$ cat src/rtl/hazard_scoreboard.sv
// hazard_scoreboard: register-hazard unit between ID and EXE. It tracks the
// destination tags of in-flight instructions in a shift register with one
// entry per downstream stage. For each ID source operand it picks a bypass
// source or requests a stall. Stalls and flushes insert bubbles, and a
// saturating counter records the number of stall cycles.
//
// Ports:
//   clk_i        clock, rising edge
//   rst_i        synchronous active-low reset
//   id_valid_i   ID holds a real instruction
//   id_rs_i      NSRC source indices, operand j at [j*REG_W +: REG_W]
//   id_rs_use_i  per-operand read enable
//   id_wr_i      destination index of the ID instruction
//   id_we_i      ID instruction writes id_wr_i
//   id_load_i    ID instruction is a load
//   flush_i      squash the ID instruction
//   stall_o      hold PC/IF/ID and insert a bubble into EXE
//   fwd_sel_o    per operand: 0 = regfile, k = bypass from stage k
//   stall_cnt_o  saturating count of stall cycles
//
// Build option: define HAZARD_FORWARD_EN to enable bypassing. Without it the
// unit runs interlock-only: any match stalls and fwd_sel_o stays 0.

module hazard_scoreboard #(
   parameter int REG_W    = 5,
   parameter int NSRC     = 2,
   parameter int STAGES   = 3,
   parameter int LOAD_RDY = 2,
   parameter int CNT_W    = 16
) (
   input  logic                              clk_i,
   input  logic                              rst_i,
   input  logic                              id_valid_i,
   input  logic [NSRC*REG_W-1:0]             id_rs_i,
   input  logic [NSRC-1:0]                   id_rs_use_i,
   input  logic [REG_W-1:0]                  id_wr_i,
   input  logic                              id_we_i,
   input  logic                              id_load_i,
   input  logic                              flush_i,
   output logic                              stall_o,
   output logic [NSRC*$clog2(STAGES+1)-1:0] fwd_sel_o,
   output logic [CNT_W-1:0]                  stall_cnt_o
);

   localparam int SEL_W = $clog2(STAGES+1);

`ifdef HAZARD_FORWARD_EN
   localparam bit FWD_EN = 1'b1;
`else
   localparam bit FWD_EN = 1'b0;
`endif

   // Entry k tracks the instruction currently in stage k (1 = EXE).
   logic [STAGES:1]            v_q,  v_d;
   logic [STAGES:1]            we_q, we_d;
   logic [STAGES:1]            ld_q, ld_d;
   logic [STAGES:1][REG_W-1:0] wr_q, wr_d;
   logic [CNT_W-1:0]           cnt_q, cnt_d;

   logic [NSRC-1:0]            req;
   logic [NSRC*SEL_W-1:0]      sel;
   logic                       issue;

   // Per operand, scan from the oldest entry to the youngest so that the
   // youngest match is the one that remains.
   always_comb begin
      logic             hit;
      logic             rdy;
      int               wk;
      logic [REG_W-1:0] rs;
      req = '0;
      sel = '0;
      for (int j = 0; j < NSRC; j++) begin
         rs  = id_rs_i[j*REG_W +: REG_W];
         hit = 1'b0;
         rdy = 1'b0;
         wk  = 0;
         for (int k = STAGES; k >= 1; k--) begin
            if (v_q[k] && we_q[k] && (wr_q[k] == rs) && (rs != '0)) begin
               hit = 1'b1;
               wk  = k;
               rdy = !ld_q[k] || (k >= LOAD_RDY);
            end
         end
         if (id_valid_i && id_rs_use_i[j] && hit) begin
            // Interlock-only builds treat every winner as not ready.
            if (FWD_EN && rdy) begin
               sel[j*SEL_W +: SEL_W] = SEL_W'(wk);
            end else begin
               req[j] = 1'b1;
            end
         end
      end
   end

   assign stall_o   = rst_i && !flush_i && (|req);
   assign fwd_sel_o = (rst_i && !stall_o) ? sel : '0;
   assign issue     = id_valid_i && !stall_o && !flush_i;

   // The tracker never freezes: entries drain every cycle and a stall or
   // flush only replaces the new entry 1 with a bubble.
   always_comb begin
      v_d  = v_q;
      we_d = we_q;
      ld_d = ld_q;
      wr_d = wr_q;
      for (int k = STAGES; k >= 2; k--) begin
         v_d[k]  = v_q[k-1];
         we_d[k] = we_q[k-1];
         ld_d[k] = ld_q[k-1];
         wr_d[k] = wr_q[k-1];
      end
      v_d[1]  = issue;
      we_d[1] = id_we_i;
      ld_d[1] = id_load_i;
      wr_d[1] = id_wr_i;
   end

   always_comb begin
      cnt_d = cnt_q;
      if (stall_o && (cnt_q != '1)) begin
         cnt_d = cnt_q + CNT_W'(1);
      end
   end

   always_ff @(posedge clk_i) begin
      if (!rst_i) begin
         v_q   <= '0;
         we_q  <= '0;
         ld_q  <= '0;
         wr_q  <= '0;
         cnt_q <= '0;
      end else begin
         v_q   <= v_d;
         we_q  <= we_d;
         ld_q  <= ld_d;
         wr_q  <= wr_d;
         cnt_q <= cnt_d;
      end
   end

   assign stall_cnt_o = cnt_q;

endmodule

$ cat config.mk
export PLATFORM = sky130hd
export DESIGN_NAME = hazard_scoreboard
export DESIGN_NICKNAME = d
export VERILOG_FILES = /design/src/rtl/hazard_scoreboard.sv
export SDC_FILE = /design/constraint.sdc
export NUM_CORES = 1
export LEC_CHECK = 0
export BUFFER_PORTS_ARGS = -buffer_cell sky130_fd_sc_hd__buf_2
export CAP_MARGIN = 20
export CORE_UTILIZATION = 35
export CTS_CLUSTER_DIAMETER = 100
export DETAILED_ROUTE_END_ITERATION = 8
export REMOVE_ABC_BUFFERS = 1
export SYNTH_ARGS = -nofsm -noshare
export SYNTH_HDL_FRONTEND = slang
export SYNTH_SLANG_ARGS = --single-unit
$ cat constraint.sdc
create_clock -name clk_i -period 2.62 [get_ports clk_i]
set_input_delay 0.131 -clock clk_i [delete_from_list [all_inputs] [get_ports clk_i]]
set_output_delay 0.131 -clock clk_i [all_outputs]
set_load 0.005 [all_outputs]
### Yosys cells after proc, flatten, opt, wreduce, memory -nomap -nowiden

Index checks and enable logic that the tools add are counted.

| cells by class | value |
|---|---|
| divide/modulo/power cells | 0 |
| order comparisons | 0 |
| shift operators | 0 |
| multiplexer cells | 8 |
| bitwise logic cells | 0 |
| add/subtract/negate cells | 1 |
| $mul | 0 |
| reductions and logical operators | 29 |
| eq/ne operators | 7 |

Operator list:

| kind | number |
|---|---|
| 5-bit == test | 6 |
| 1-bit logical AND | 24 |
| 16-bit by 1-bit adder with 16-bit output (second input constant) | 1 |
| 16-bit != test (second input constant) | 1 |
| 5-bit nonzero test | 2 |
| 1-bit two-way mux | 8 |
| 1-bit zero test | 2 |
| 2-bit OR reduction | 1 |

| word-level totals | value |
|---|---|
| register bits | 37 |
| output and inout port bits | 21 |
| latch bits | 0 |
| bits in read-only memories | 0 |
| word-level logic and storage cells | 51 |
| input port bits | 23 |
| memories | 0 |
| memory bits (writable) | 0 |

### Longest topological paths before layout

| depth | value |
|---|---|
| depth in word-level cells | 13 |
| mapped depth | 7 |

### Worst setup path before layout

No wires, ideal clock.

| timing | value |
|---|---|
| kind | flip-flop to flip-flop |
| from | register cnt_q[0], in the netlist stall_cnt_o[0] |
| to | register cnt_q[14], in the netlist stall_cnt_o[14] |
| cell stages (with the launch flop) | 7 |
| setup time | 72 ps |
| setup slack | 942 ps |
| required time | 2548 ps |
| arrival time | 1606 ps |
| period minus slack after synthesis | 1678 ps |
| cells stage by stage | dfxtp_1 > ha_1 > nand3_1 > nor2_1 > nand2_1 > a211oi_1 > mux2i_1 |

| on the way | value |
|---|---|
| longest elaborated chain between the ends | 2 |
| elaborated cells on any way between the ends | 3 |
| classes of those cells | add/sub (1); eq/ne (1); reduce/logical (1) |

RTL lines:

| element | line | RTL |
|---|---|---|
| from (decl) | 58 | `logic [CNT_W-1:0] cnt_q, cnt_d;` |
| from (signal assigned) | 138 | `cnt_q <= cnt_d;` |
| branches (longest 2 deep; another with 16-bit by 1-bit adder with 16-bit output) | - |  |

Several ways; the timed one is not identified.
A chain may end at the register's enable or synchronous reset.

### Worst setup path in the final report

| timing | value |
|---|---|
| from | register wr_q, in the netlist wr_d[14] |
| to | output port stall_o |

| on the way | value |
|---|---|
| longest elaborated chain between the ends | 9 |
| elaborated cells on any way between the ends | 16 |
| classes of those cells | eq/ne (2); mux (6); reduce/logical (8) |

RTL lines:

| element | line | RTL |
|---|---|---|
| from (decl) | 57 | `logic [STAGES:1][REG_W-1:0] wr_q, wr_d;` |
| from (signal assigned) | 137 | `wr_q <= wr_d;` |
| 5-bit == test | 79 | `if (v_q[k] && we_q[k] && (wr_q[k] == rs) && (rs != '0)) begin` |
| 1-bit logical AND (2 in a row) | 79 |  |
| 1-bit two-way mux (2 in a row) | 79 |  |
| 1-bit logical AND | 85 | `if (id_valid_i && id_rs_use_i[j] && hit) begin` |
| 1-bit two-way mux | 85 |  |
| 2-bit OR reduction (*) | 96 | `assign stall_o = rst_i && !flush_i && (\|req);` |
| 1-bit logical AND (*) | 96 |  |
| to (decl) | 40 | `output logic stall_o,` |

Mark *: on every way between the ends. The rest lies on a longest branch, timed or not.

==> impl_results.md <==
- Outcome: finished, final reports clean
- Fill cells: 570
- CP Class: reg -> out
- # hold bufs at CTS: 0
- Power Density: 490 nW/µm²
- TritonCTS Buffers: 5
- I/O Pins: 44
- CTS resizes: 0
- Final setup viols: 0
- Largest net degree at the start of global routing: 34
- Rel. slew slack: 52.4%
- CTS max path bufs: 2
- Clock power share: 42.3%
- Vias: 1660
- Die Span Y: 79.3 µm
- GR Overflow Total: 0
- Area grow syn2layout: 16.7%
- Effective utilization at floorplan: 37.1%
- Number of global-route vias before repair: 1566
- Distinct cells, synth: 41
- Row count: 27
- Placed cell area: 2320 µm²
- Startpoint Class: flip-flop
- LEAKAGE: 0.000867 µW
- Register area: 741 µm²
- Postcts setup bufs: 0
- Fin crit period: 2.21 ns
- Worst hold slack: 0.0453 ns
- Initial DRC count: 89
- Synthesized area: 2090 µm²
- H-tree depth: 2
- Final Cell Area: 2440 µm²
- CTS tree: yes
- Syn. warnings: 0
- Placement Setup Slack: 0.435 ns
- Layout net count: 292
- WL per Instance: 12.4 µm
- Drt pass-1 iters: 4
- Fin crit share: 84.5%
- Setup slack after layout: 0.406 ns
- Fin Setup TNS: 0 ns
- Width of the die: 79.3 µm
- Multi-input gate area: 1270 µm²
- P_int: 913 µW
- Fin. max-slew vios: 0
- Leading cell type in the layout, fill and taps excluded: buf_2
- Setup crit end kind: output pin
- Final hold viol count: 0
- Sw Share: 23.8%
- Root buffer cell: clkbuf_8
- Gpl congestion: 0.813
- Peak supply drop: 0.207 mV
- Sequential share of power: 48.9%
- Port Buf Inserts: 38
- Worst-Skew Late Latency: 0.29 ns
- Vias/cell: 4.87
- NetSw: 285 µW
- Antenna diodes: 0
- Min-delay worst type: in -> reg
- Max cap viols: 0
- HPWL after DPL: 3.17 mm
- Seq/Total Area, Yosys: 35.4%
- Comb power frac: 8.8%
- Share of layout cells above drive strength 1: 24.9%
- First-pass GRT wire length: 7.07 mm
- Remaining DRCs: 0
- Fmax: 452 MHz
- Arrival time at the worst endpoint: 2.08 ns
- Leading cell types in the layout, fill and taps excluded: buf_2 (38), dfxtp_1 (37), xnor2_1 (30)
- GR Util All Layers: 14.6%
- Initial antenna violation count: 0
- Core Area: 5640 µm²
- Antenna-violating nets left: 0
- Critical Path RT: 2.49 ns
- Die area: 6290 µm²
- Detailed Route WL: 4.23 mm
- Setup Skew: 0.00929 ns
- Unrepaired setup endpoints after global routing: false
- Slew @ Worst Pin: 0.709 ns
- Worst-path maximum fanout: 7
- Synthesized flop and latch total: 37
- Syn_area_per_cell: 9.18 µm²
- CTS sink cnt: 37
- Final core utilization: 43.3%
- Synth Instances: 228
- CTS clk-pin slew, worst paths: 0.08 ns
-- kinds of logic (layout without fill, tap and decap cells) --
logic type	after synthesis	after routing	share of synthesized area, %
simple gates	100	100	26.1
mux	14	14	6.70
flops	37	37	35.4
xor+xnor	30	30	12.6
buf+inv	14	52	4.31
compound gates	31	31	14.2
fa+ha+maj	1	1	0.598
other cells	1	4	0.179
-- stage by stage --
stage | instances | power [µW]
2_1_floorplan | 221 | 657
3_3_place_gp | 332 | 705
3_5_place_dp | 332 | 706
4_1_cts | 340 | 1210
5_1_grt | 341 | 1250
6_report | 341 | 1200
-- routing by layer --
layer / global-route usage [%] / vias up / wire [µm] / share of wire [%]
met3: 3.91 / 2 / 182 / 4.3
met5: 0 / - / 0 / 0
met2: 23.5 / 27 / 1940 / 46
met1: 18.8 / 766 / 2070 / 49
met4: 4.91 / 0 / 40 / 0.95
li1: - / 865 / - / -
-- critical path, stage by stage (launching register included) --
cell	delay, ns
dfxtp_1	0.34
xnor2_1	0.13
nand4_1	0.11
nor2_1	0.10
o31ai_2	0.65
buf_6	0.23
a21oi_1	0.07
buf_2	0.16
-- sequential cells by signal, summed over array words and instances, names as in the netlist --
name / count
we_q: 3
stall_cnt_o: 16
v_q: 3
wr_d: 10
wr_q: 5
-- Yosys cell counts --
library cell	count	area, µm²
dfxtp_1	37	741
xnor2_1	30	263
nand2_1	27	101
and2_1	20	125
mux2i_1	14	140
nand3_1	13	65.1
nor2_1	11	41.3
nand2b_1	8	50.1
nand4_1	8	50.1
a21oi_1	6	30.0
buf_4	4	30.0
inv_1	4	15.0
a211oi_2	3	37.5
a21oi_2	3	26.3
buf_6	3	33.8
clkbuf_1	3	11.3
nor3_1	3	15.0
o211ai_1	3	22.5
or2b_1	3	22.5
a2111oi_2	2	30.0
o21ai_2	2	17.5
or4_1	2	15.0
a211o_2	1	10.0
a211oi_1	1	7.51
a21boi_1	1	7.51
conb_1	1	3.75
ha_1	1	12.5
nor2b_1	1	6.26
nor3_4	1	16.3
nor3b_2	1	12.5
nor3b_4	1	18.8
o221ai_1	1	8.76
o221ai_2	1	15.0
o22ai_1	1	6.26
o311ai_1	1	8.76
o311ai_2	1	16.3
o31a_1	1	8.76
o31a_2	1	10.0
o31ai_2	1	12.5
o31ai_4	1	21.3
or3_1	1	6.26
-- power by group through the flow --
stage | clock network, µW | logic (µW) | registers, µW
6_report | 506 | 105 | 586
5_1_grt | 541 | 117 | 588
4_1_cts | 515 | 107 | 586
3_5_place_dp | 0 | 107 | 599
3_3_place_gp | 0 | 106 | 599
2_1_floorplan | 0 | 60.7 | 597
-- area by class of cell --
| cell class | count | share of cell area, % |
|---|---|---|
| multi-input cells | 180 | 52.1 |
| flip-flops and latches | 37 | 30.3 |
| repair buffers | 40 | 8.56 |
| well taps | 72 | 3.69 |
| clock buffers | 5 | 2.82 |
| clock inverters | 3 | 1.90 |
| inverters | 4 | 0.615 |
-- final timing paths --
path / start / to / slack (ns) / depth (start not counted)
max: wr_d[14] / stall_o / 0.41 / 7
min: id_wr_i[2] / wr_d[7] / 0.05 / 2
max reg2reg: wr_d[5] / stall_cnt_o[5] / 0.58 / 7
min reg2reg: stall_cnt_o[11] / stall_cnt_o[11] / 0.49 / 2
(Power assumes the default switching activity.)
